===== config.mk =====
export PLATFORM = sky130hd
export DESIGN_NAME = mips16_multicycle_ctrl
export DESIGN_NICKNAME = d
export VERILOG_FILES = /design/src/rtl/mips16_pkg.sv /design/src/rtl/mips16_ack_watchdog.sv /design/src/rtl/mips16_multicycle_ctrl.sv
export SDC_FILE = /design/constraint.sdc
export NUM_CORES = 1
export LEC_CHECK = 0
export ABC_AREA = 0
export BUFFER_PORTS_ARGS = -buffer_cell sky130_fd_sc_hd__buf_4
export CAP_MARGIN = 20
export CELL_PAD_IN_SITES_DETAIL_PLACEMENT = 1
export CELL_PAD_IN_SITES_GLOBAL_PLACEMENT = 2
export CORE_MARGIN = 10
export CORE_UTILIZATION = 30
export DETAILED_ROUTE_END_ITERATION = 16
export HOLD_SLACK_MARGIN = 0.03
export PLACE_DENSITY = 0.85
export SYNTH_ARGS = -nofsm -noshare
export SYNTH_HDL_FRONTEND = slang
export SYNTH_SLANG_ARGS = --single-unit

===== constraint.sdc =====
create_clock -name clk -period 5.2 [get_ports clk]
set_input_delay 1.04 -clock clk [delete_from_list [all_inputs] [get_ports clk]]
set_output_delay 1.04 -clock clk [all_outputs]
set_load 0.02 [all_outputs]

===== src/rtl/mips16_pkg.sv =====
// Shared encodings for the 16-bit MIPS multi-cycle controller: opcodes, FSM states
// and the datapath select fields it drives.
package mips16_pkg;

    typedef enum logic [2:0] {
        OP_R    = 3'd0,
        OP_SLTI = 3'd1,
        OP_J    = 3'd2,
        OP_JAL  = 3'd3,
        OP_LW   = 3'd4,
        OP_SW   = 3'd5,
        OP_BEQ  = 3'd6,
        OP_ADDI = 3'd7
    } opcode_e;

    typedef enum logic [2:0] {
        S_FETCH  = 3'd0,
        S_DECODE = 3'd1,
        S_EXEC   = 3'd2,
        S_MEM    = 3'd3,
        S_WB     = 3'd4,
        S_FAULT  = 3'd5
    } ctrl_state_e;

    typedef enum logic [1:0] {
        PC_PLUS1  = 2'b00,
        PC_BRANCH = 2'b01,
        PC_JUMP   = 2'b10
    } pc_src_e;

    typedef enum logic [1:0] {
        ALU_ADD  = 2'b00,
        ALU_SUB  = 2'b01,
        ALU_SLT  = 2'b10,
        ALU_ADDI = 2'b11
    } alu_op_e;

    typedef enum logic [1:0] {
        DST_RT   = 2'b00,
        DST_RD   = 2'b01,
        DST_LINK = 2'b10
    } reg_dst_e;

    typedef enum logic [1:0] {
        M2R_ALU = 2'b00,
        M2R_MDR = 2'b01,
        M2R_PC1 = 2'b10
    } mem_to_reg_e;

    // A disabled watchdog (timeout 0) still needs a one-bit counter to stay legal.
    function automatic int tmo_width(input int t);
        return (t < 1) ? 1 : $clog2(t + 1);
    endfunction

endpackage


===== src/rtl/mips16_ack_watchdog.sv =====
// Handshake wait counter: counts stalled req cycles and flags the cycle in which
// the count would reach the limit. A limit of zero disables the watchdog.
module mips16_ack_watchdog #(
    parameter int TMO_W = 5
) (
    input  logic             clk,
    input  logic             reset_n,
    input  logic             clear,
    input  logic             inc,
    input  logic [TMO_W-1:0] limit,
    output logic             expired
);

    localparam logic [TMO_W-1:0] ONE = TMO_W'(1);

    logic [TMO_W-1:0] cnt_q;
    logic             enabled;

    assign enabled = (limit != '0);

    always_ff @(posedge clk or negedge reset_n) begin
        if (!reset_n) begin
            cnt_q <= '0;
        end else if (clear) begin
            cnt_q <= '0;
        end else if (inc && enabled) begin
            cnt_q <= cnt_q + ONE;
        end
    end

    // An ack in the limit cycle drops inc, so the ack wins over expiry.
    assign expired = inc && enabled && (cnt_q == (limit - ONE));

endmodule


===== src/rtl/mips16_multicycle_ctrl.sv =====
// Multi-cycle sequencing FSM for the 16-bit MIPS datapath with req/ack memory
// handshakes and a sticky timeout fault. Optional counters: MIPS16_CTRL_PERF_EN.
module mips16_multicycle_ctrl
    import mips16_pkg::*;
#(
    parameter int ACK_TIMEOUT = 16
) (
    input  logic        clk,
    input  logic        reset_n,
    input  logic [2:0]  opcode,
    input  logic        alu_zero,
    input  logic        imem_ack,
    input  logic        dmem_ack,
    output logic        imem_req,
    output logic        dmem_req,
    output logic        dmem_we,
    output logic        ir_write,
    output logic        pc_write,
    output logic [1:0]  pc_src,
    output logic        reg_write,
    output logic [1:0]  reg_dst,
    output logic [1:0]  mem_to_reg,
    output logic [1:0]  alu_op,
    output logic        alu_src,
    output logic        sign_or_zero,
    output logic        retire,
    output logic        fault,
    output logic [2:0]  state_o
`ifdef MIPS16_CTRL_PERF_EN
    ,
    output logic [31:0] cycle_cnt,
    output logic [31:0] retire_cnt
`endif
);

    localparam int TMO_W = tmo_width(ACK_TIMEOUT);

    ctrl_state_e state_q, state_d;
    opcode_e     op_q;
    logic        wd_inc, wd_clear, wd_expired;

    always_ff @(posedge clk or negedge reset_n) begin
        if (!reset_n) begin
            state_q <= S_FETCH;
        end else begin
            state_q <= state_d;
        end
    end

    always_ff @(posedge clk or negedge reset_n) begin
        if (!reset_n) begin
            op_q <= OP_R;
        end else if (state_q == S_DECODE) begin
            op_q <= opcode_e'(opcode);
        end
    end

    assign wd_inc   = ((state_q == S_FETCH) && !imem_ack) ||
                      ((state_q == S_MEM)   && !dmem_ack);
    assign wd_clear = (state_d != state_q);

    mips16_ack_watchdog #(
        .TMO_W (TMO_W)
    ) u_watchdog (
        .clk     (clk),
        .reset_n (reset_n),
        .clear   (wd_clear),
        .inc     (wd_inc),
        .limit   (TMO_W'(ACK_TIMEOUT)),
        .expired (wd_expired)
    );

    // Every output is gated by reset_n so no enable can leak during reset.
    always_comb begin
        state_d      = state_q;
        imem_req     = 1'b0;
        dmem_req     = 1'b0;
        dmem_we      = 1'b0;
        ir_write     = 1'b0;
        pc_write     = 1'b0;
        pc_src       = PC_PLUS1;
        reg_write    = 1'b0;
        reg_dst      = DST_RT;
        mem_to_reg   = M2R_ALU;
        alu_op       = ALU_ADD;
        alu_src      = 1'b0;
        sign_or_zero = 1'b1;
        retire       = 1'b0;
        fault        = 1'b0;

        if (reset_n) begin
            if ((state_q == S_EXEC) || (state_q == S_MEM) || (state_q == S_WB)) begin
                case (op_q)
                    OP_SLTI: begin
                        alu_op       = ALU_SLT;
                        alu_src      = 1'b1;
                        sign_or_zero = 1'b0;
                    end
                    OP_LW, OP_SW, OP_ADDI: begin
                        alu_op  = ALU_ADDI;
                        alu_src = 1'b1;
                    end
                    OP_BEQ:  alu_op = ALU_SUB;
                    default: alu_op = ALU_ADD;
                endcase
            end

            case (state_q)
                S_FETCH: begin
                    imem_req = 1'b1;
                    if (imem_ack) begin
                        ir_write = 1'b1;
                        pc_write = 1'b1;
                        pc_src   = PC_PLUS1;
                        state_d  = S_DECODE;
                    end else if (wd_expired) begin
                        state_d = S_FAULT;
                    end
                end
                S_DECODE: state_d = S_EXEC;
                S_EXEC: begin
                    case (op_q)
                        OP_J: begin
                            pc_write = 1'b1;
                            pc_src   = PC_JUMP;
                            retire   = 1'b1;
                            state_d  = S_FETCH;
                        end
                        OP_JAL: begin
                            pc_write   = 1'b1;
                            pc_src     = PC_JUMP;
                            reg_write  = 1'b1;
                            reg_dst    = DST_LINK;
                            mem_to_reg = M2R_PC1;
                            retire     = 1'b1;
                            state_d    = S_FETCH;
                        end
                        OP_BEQ: begin
                            pc_write = alu_zero;
                            pc_src   = PC_BRANCH;
                            retire   = 1'b1;
                            state_d  = S_FETCH;
                        end
                        OP_LW, OP_SW: state_d = S_MEM;
                        default:      state_d = S_WB;
                    endcase
                end
                S_MEM: begin
                    dmem_req = 1'b1;
                    dmem_we  = (op_q == OP_SW);
                    if (dmem_ack) begin
                        if (op_q == OP_SW) begin
                            retire  = 1'b1;
                            state_d = S_FETCH;
                        end else begin
                            state_d = S_WB;
                        end
                    end else if (wd_expired) begin
                        state_d = S_FAULT;
                    end
                end
                S_WB: begin
                    reg_write = 1'b1;
                    retire    = 1'b1;
                    case (op_q)
                        OP_R:    reg_dst = DST_RD;
                        OP_LW:   mem_to_reg = M2R_MDR;
                        default: reg_dst = DST_RT;
                    endcase
                    state_d = S_FETCH;
                end
                S_FAULT: fault = 1'b1;
                default: state_d = S_FETCH;
            endcase
        end
    end

    assign state_o = state_q;

`ifdef MIPS16_CTRL_PERF_EN
    always_ff @(posedge clk or negedge reset_n) begin
        if (!reset_n) begin
            cycle_cnt  <= '0;
            retire_cnt <= '0;
        end else begin
            if (state_q != S_FAULT) begin
                cycle_cnt <= cycle_cnt + 32'd1;
            end
            if (retire) begin
                retire_cnt <= retire_cnt + 32'd1;
            end
        end
    end
`endif

endmodule


# Word level (Yosys, flattened, before mapping)
# Cells that the tools add are included.
[word_totals] memories=0 out_inout_bits=21 rom_bits=0 ram_bits=0 register_bits=11 latch_bits=0 input_bits=8
[op_classes] n_shift=0 reduce_logical=16 n_eq_ne=14 addsub=1 div_mod_pow=0 multipliers=0 muxes=50 order_cmp=0 bitwise=0
[op_table] op="1-bit 2-to-1 mux" count=26
[op_table] op="3-bit equality test (second input constant)" count=6
[op_table] op="3-bit 2-to-1 mux" count=5
[op_table] op="3-bit one-hot mux with 5 select lines" count=1
[op_table] op="2-bit 2-to-1 mux" count=7
[op_table] op="3-bit by 2-bit equality test with 1-bit output (second input constant)" count=4
[op_table] op="2-bit one-hot mux with 2 select lines" count=3
[op_table] op="5-bit 2-to-1 mux" count=2
[op_table] op="3-bit by 1-bit equality test with 1-bit output (second input constant)" count=2
[op_table] op="3-bit logical NOT" count=2
[op_table] op="1-bit one-hot mux with 2 select lines" count=3
[op_table] op="2-bit one-hot mux with 3 select lines" count=1
[op_table] op="3-bit one-hot mux with 2 select lines" count=1
[op_table] op="3-bit OR reduction" count=2
[op_table] op="5-bit by 1-bit adder with 5-bit output (second input constant)" count=1
[op_table] op="5-bit by 4-bit equality test with 1-bit output (second input constant)" count=1
[op_table] op="2-bit OR reduction" count=2
[op_table] op="4-bit OR reduction" count=1
[op_table] op="1-bit logical AND" count=3
[op_table] op="1-bit logical OR" count=3
[op_table] op="3-bit != test" count=1
[op_table] op="1-bit one-hot mux with 3 select lines" count=1
[op_table] op="1-bit logical NOT" count=2
[op_table] op="2-bit nonzero test" count=1

# Logic depth before layout (Yosys ltp)
[depth] depth_word=10 mapped_depth=7

# By module
# From an unflattened synthesis, not the netlist that was laid out.
[unflattened] hier_cells=144 area_unflattened_um2=1163.6
[by_module_without_submodules] module="mips16_multicycle_ctrl" n_inst=1 seq_area_each_um2=150.1 area_each_um2=770.7 cells_per_inst=102
[by_module_without_submodules] module="mips16_ack_watchdog" n_inst=1 seq_area_each_um2=125.1 area_each_um2=392.9 cells_per_inst=42

# Least setup slack after synthesis
# OpenSTA, ideal clock, no wires.
[synth_path] path_kind="input to output" from="input port reset_n" to="output port reg_dst[1]" cell_stages=5 setup_slack_ns=2.006 required_time_ns=4.160 arrival_time_ns=2.154 path_cell_list="nand2b_1 -> nor4_2 -> nand2_1 -> inv_1 -> buf_4"
[synth_between] elab_chain_cells=1
[synth_lines] element="from (decl)" line_no="mips16_multicycle_ctrl.sv:9" source="input logic reset_n,"
[synth_lines] element="2-bit 2-to-1 mux" line_no="mips16_multicycle_ctrl.sv:91" source="if (reset_n) begin"
[synth_lines] element="to (decl)" line_no="mips16_multicycle_ctrl.sv:21" source="output logic [1:0] reg_dst,"
# No other way between the ends.

# Worst setup path in the final report
[layout_path] from="register state_q[1], in the netlist state_o[1]" to="output port sign_or_zero"
[layout_between] elab_chain_cells=5 word_cells_on_any_way=7 cone_classes="eq/ne (3); mux (2); reduce/logical (2)"
[layout_lines] element="from (decl)" line_no="mips16_multicycle_ctrl.sv:38" source="ctrl_state_e state_q, state_d;"
[layout_lines] element="from (signal assigned)" line_no="mips16_multicycle_ctrl.sv:46" source="state_q <= state_d;"
[layout_lines] element="3-bit by 2-bit equality test with 1-bit output" line_no="mips16_multicycle_ctrl.sv:92" source="if ((state_q == S_EXEC) || (state_q == S_MEM) || (state_q == S_WB)) begin"
[layout_lines] element="1-bit logical OR" line_no="mips16_multicycle_ctrl.sv:92"
[layout_lines] element="1-bit logical OR *" line_no="mips16_multicycle_ctrl.sv:92"
[layout_lines] element="1-bit 2-to-1 mux *" line_no="mips16_multicycle_ctrl.sv:92"
[layout_lines] element="1-bit 2-to-1 mux *" line_no="mips16_multicycle_ctrl.sv:91"
[layout_lines] element="to (decl)" line_no="mips16_multicycle_ctrl.sv:25" source="output logic sign_or_zero,"
# Every way passes the cells marked *; elsewhere a longest branch is shown, timed or not.

==> impl_metrics.ini <==
[placement]
io_buffers = 28
dp.cells = 180
dpl.hpwl_um = 2110
globalplace.congestion = 0.723
place_area_um2 = 1160

[yosys]
ys_warn_count = 0
synthFlopType = dfrtp_1
syn-cell-area_um2 = 952
synth_xor_area_share_pct = 3.68
synth.mux.area_fraction_pct = 6.18
synth_fa_ha_area_share_pct = 2.63
synth_edf_count = 0
synthArstFlopShare_pct = 100
synth_cell_type_count = 43
ys_seq_area_share_pct = 28.9
synth_nets = 127
syn_area_per_cell_um2 = 8.14
synth_cells = 117
yosys.area_share.simple_pct = 29.4
synth_top_family_by_area = simple AND/OR/NAND/NOR gates
synth-compound-area-share_pct = 20.5
synth_seq_cells = 11

[min_path]
hold_path.class = reg -> reg
holdPathStages = 2
hp-start = u_watchdog.cnt_q[3]$_DFFE_PN0P_
min_to = u_watchdog.cnt_q[3]$_DFFE_PN0P_

[clocking]
cts.clk_slew.worst_paths_ns = 0.08
cts_buffer_depth = 2
cts_setup_buffers = 0
clock_latency_ns = 0.28
htreeDepth = 1
root_buffer = clkbuf_4
cts_hold_buf = 0
cts_resized = 0
cts_tree = done
clock_sink_count = 11
cts_buffers = 3

[drt]
via_per_inst = 5.08
wl_per_cell_um = 14.8
wl_um = 2720
num_vias = 935
first_pass_iters = 4
drcViolationCount = 0
antenna_left = 0
drt-initial-drc-count = 42

[timing]
setup_tns_ns = 0
slew_headroom_pct = 54.6
final.min_clock_period_ns = 3.13
worst_pin_slew_ns = 0.681
hold_viol_final = 0
final.setup_skew_ns = 0.00804
slew_violations = 0
post-route-period-util_pct = 60.2
finalSetupViolations = 0
max_freq_mhz = 320
grt_setup_unrepaired = false

[grt]
grt_pass1_wl_um = 4640
grt_pass1_vias = 930
grt_max_degree = 23
track_usage_pct = 9.63
grt_antenna_before_repair = 0
overflow = 0

[power_and_ir_drop]
power.density_nw_per_um2 = 454
p_sw_mw = 0.276
p_comb_share_pct = 52.1
p_sw_share_pct = 51.1
leakage_nw = 0.559
intPower_mw = 0.265
vdd_drop_max_v = 0.000209
pwr-share-clk_pct = 11.0
pwr-share-seq_pct = 36.9

[final_layout]
antenna_cells = 0
fin_cells = 184
syn_to_final_growth_pct = 25.2
nets = 151
fillers = 383
layout-drive-gt1-share_pct = 31.4
postLayoutCellArea_um2 = 1190

[floorplanning]
fp.dieW_um = 76.3
start_util_pct = 31.2
core_um2 = 3050
pin_count = 29
dieArea_um2 = 5830
rows = 20
die_y_um = 76.3

[critical_path]
reg2reg_from = u_watchdog.cnt_q[0]$_DFFE_PN0P_
cp-start-kind = flip-flop
r2r_slack_ns = 3.22
crit_path_max_fanout = 21
required_ns = 4.16
endpoint_kind = output port
rr_endpoint = u_watchdog.cnt_q[1]$_DFFE_PN0P_
reg2reg_depth = 7
cp.arrival_ns = 2.09
crit_type = reg -> out

[outcome]
status = finished clean

[flow_run]
maxCapViolCount = 0
[power by group through the flow]
stage          Clock (mW)  Combinational (mW)  Sequential, mW
3_5_place_dp            0               0.285           0.201
6_report           0.0596               0.282           0.200
4_1_cts            0.0645               0.287           0.199
3_3_place_gp            0               0.280           0.199
2_1_floorplan           0               0.258           0.141
5_1_grt            0.0700               0.312           0.212
[cell usage after synthesis, types with 2 or more instances]
cell type,n,area (µm²)
inv_1,7,26.3
xor2_1,3,26.3
dfrtp_1,11,275
o21ai_0,8,40.0
buf_4,3,22.5
and3_1,2,12.5
nand2b_1,2,12.5
clkbuf_1,5,18.8
nand2_1,8,30.0
o22ai_1,3,18.8
mux2_2,3,33.8
nor4_2,2,25.0
nand3_1,2,10.0
a21oi_1,5,25.0
nor2_1,9,33.8
nor3b_1,2,15.0
nor3_1,10,50.1
nor2b_1,4,25.0
ha_1,2,25.0
nor4_1,3,18.8
[state kept, by name, indices dropped and copies added, names as in the netlist]
| name | flops |
|---|---|
| op_q | 3 |
| state_o | 3 |
| u_watchdog.cnt_q | 5 |
[critical path: stages, from the launching register on]
cell and delay (ns):
dfrtp_1 0.74, nor2b_1 0.28, o21ai_1 0.13, or4b_1 0.48, buf_4 0.17
[cell families after synthesis]
group | count (synthesis)
simple gates | 49
fa+ha+maj | 2
mux | 5
compound gates | 29
flops | 11
xor+xnor | 4
buf+inv | 17
[cells in the final DEF, fill, tap and decap left out, drive strengths merged, types with 3 or more instances in the layout]
cell type   n
nor2b       4
o22ai       3
a21oi       6
nand2       8
inv         8
nor2       10
mux2        4
buf        28
nor3       11
dfrtp      11
clkbuf      3
nor4        5
xor2        3
o21ai       9
[stage by stage]
stage	power (mW)	worst slack, ns	util [%]	hold WS [ns]
after floorplan	0.400	2.01	-	0.549
after global placement	0.479	2.09	38.2	0.570
after detailed placement	0.486	2.07	38.2	0.570
after CTS	0.551	2.05	39.1	0.594
after global routing	0.594	1.86	39.1	0.586
final	0.542	2.07	39.1	0.592
[area by class of cell]
cell class                      count  area (µm²)  share of cell area, %
Multi-Input combinational cell     89         594                   49.8
Clock inverter                      1        5.00                  0.420
Sequential cell                    11         275                   23.1
Clock buffer                        3        22.5                   1.89
Timing Repair Buffer               28         210                   17.6
Tap cell                           44        55.1                   4.62
Inverter                            8        30.0                   2.52
[how the worst max path moves through the flow]
stage	slack [ns]	cells after the start	to	from
detailed placement	2.07	4	sign_or_zero	reset_n
global route	1.86	5	sign_or_zero	state_o[2]$_DFF_PN0_
CTS	2.05	5	sign_or_zero	state_o[2]$_DFF_PN0_
global placement	2.09	4	sign_or_zero	reset_n
floorplan	2.01	5	reg_dst[1]	reset_n
finish	2.07	4	sign_or_zero	state_o[1]$_DFF_PN0_
[routing by layer]
metal  vias to the layer above  track usage [%]  part of all wire (%)
li1                        470                -                     -
met1                       437             12.7                    49
met2                        26             13.6                    45
met3                         2             2.24                   4.5
met4                         0             6.13                   1.5
met5                         -                0                     0
Note: power is estimated with default switching activity, not from simulation.
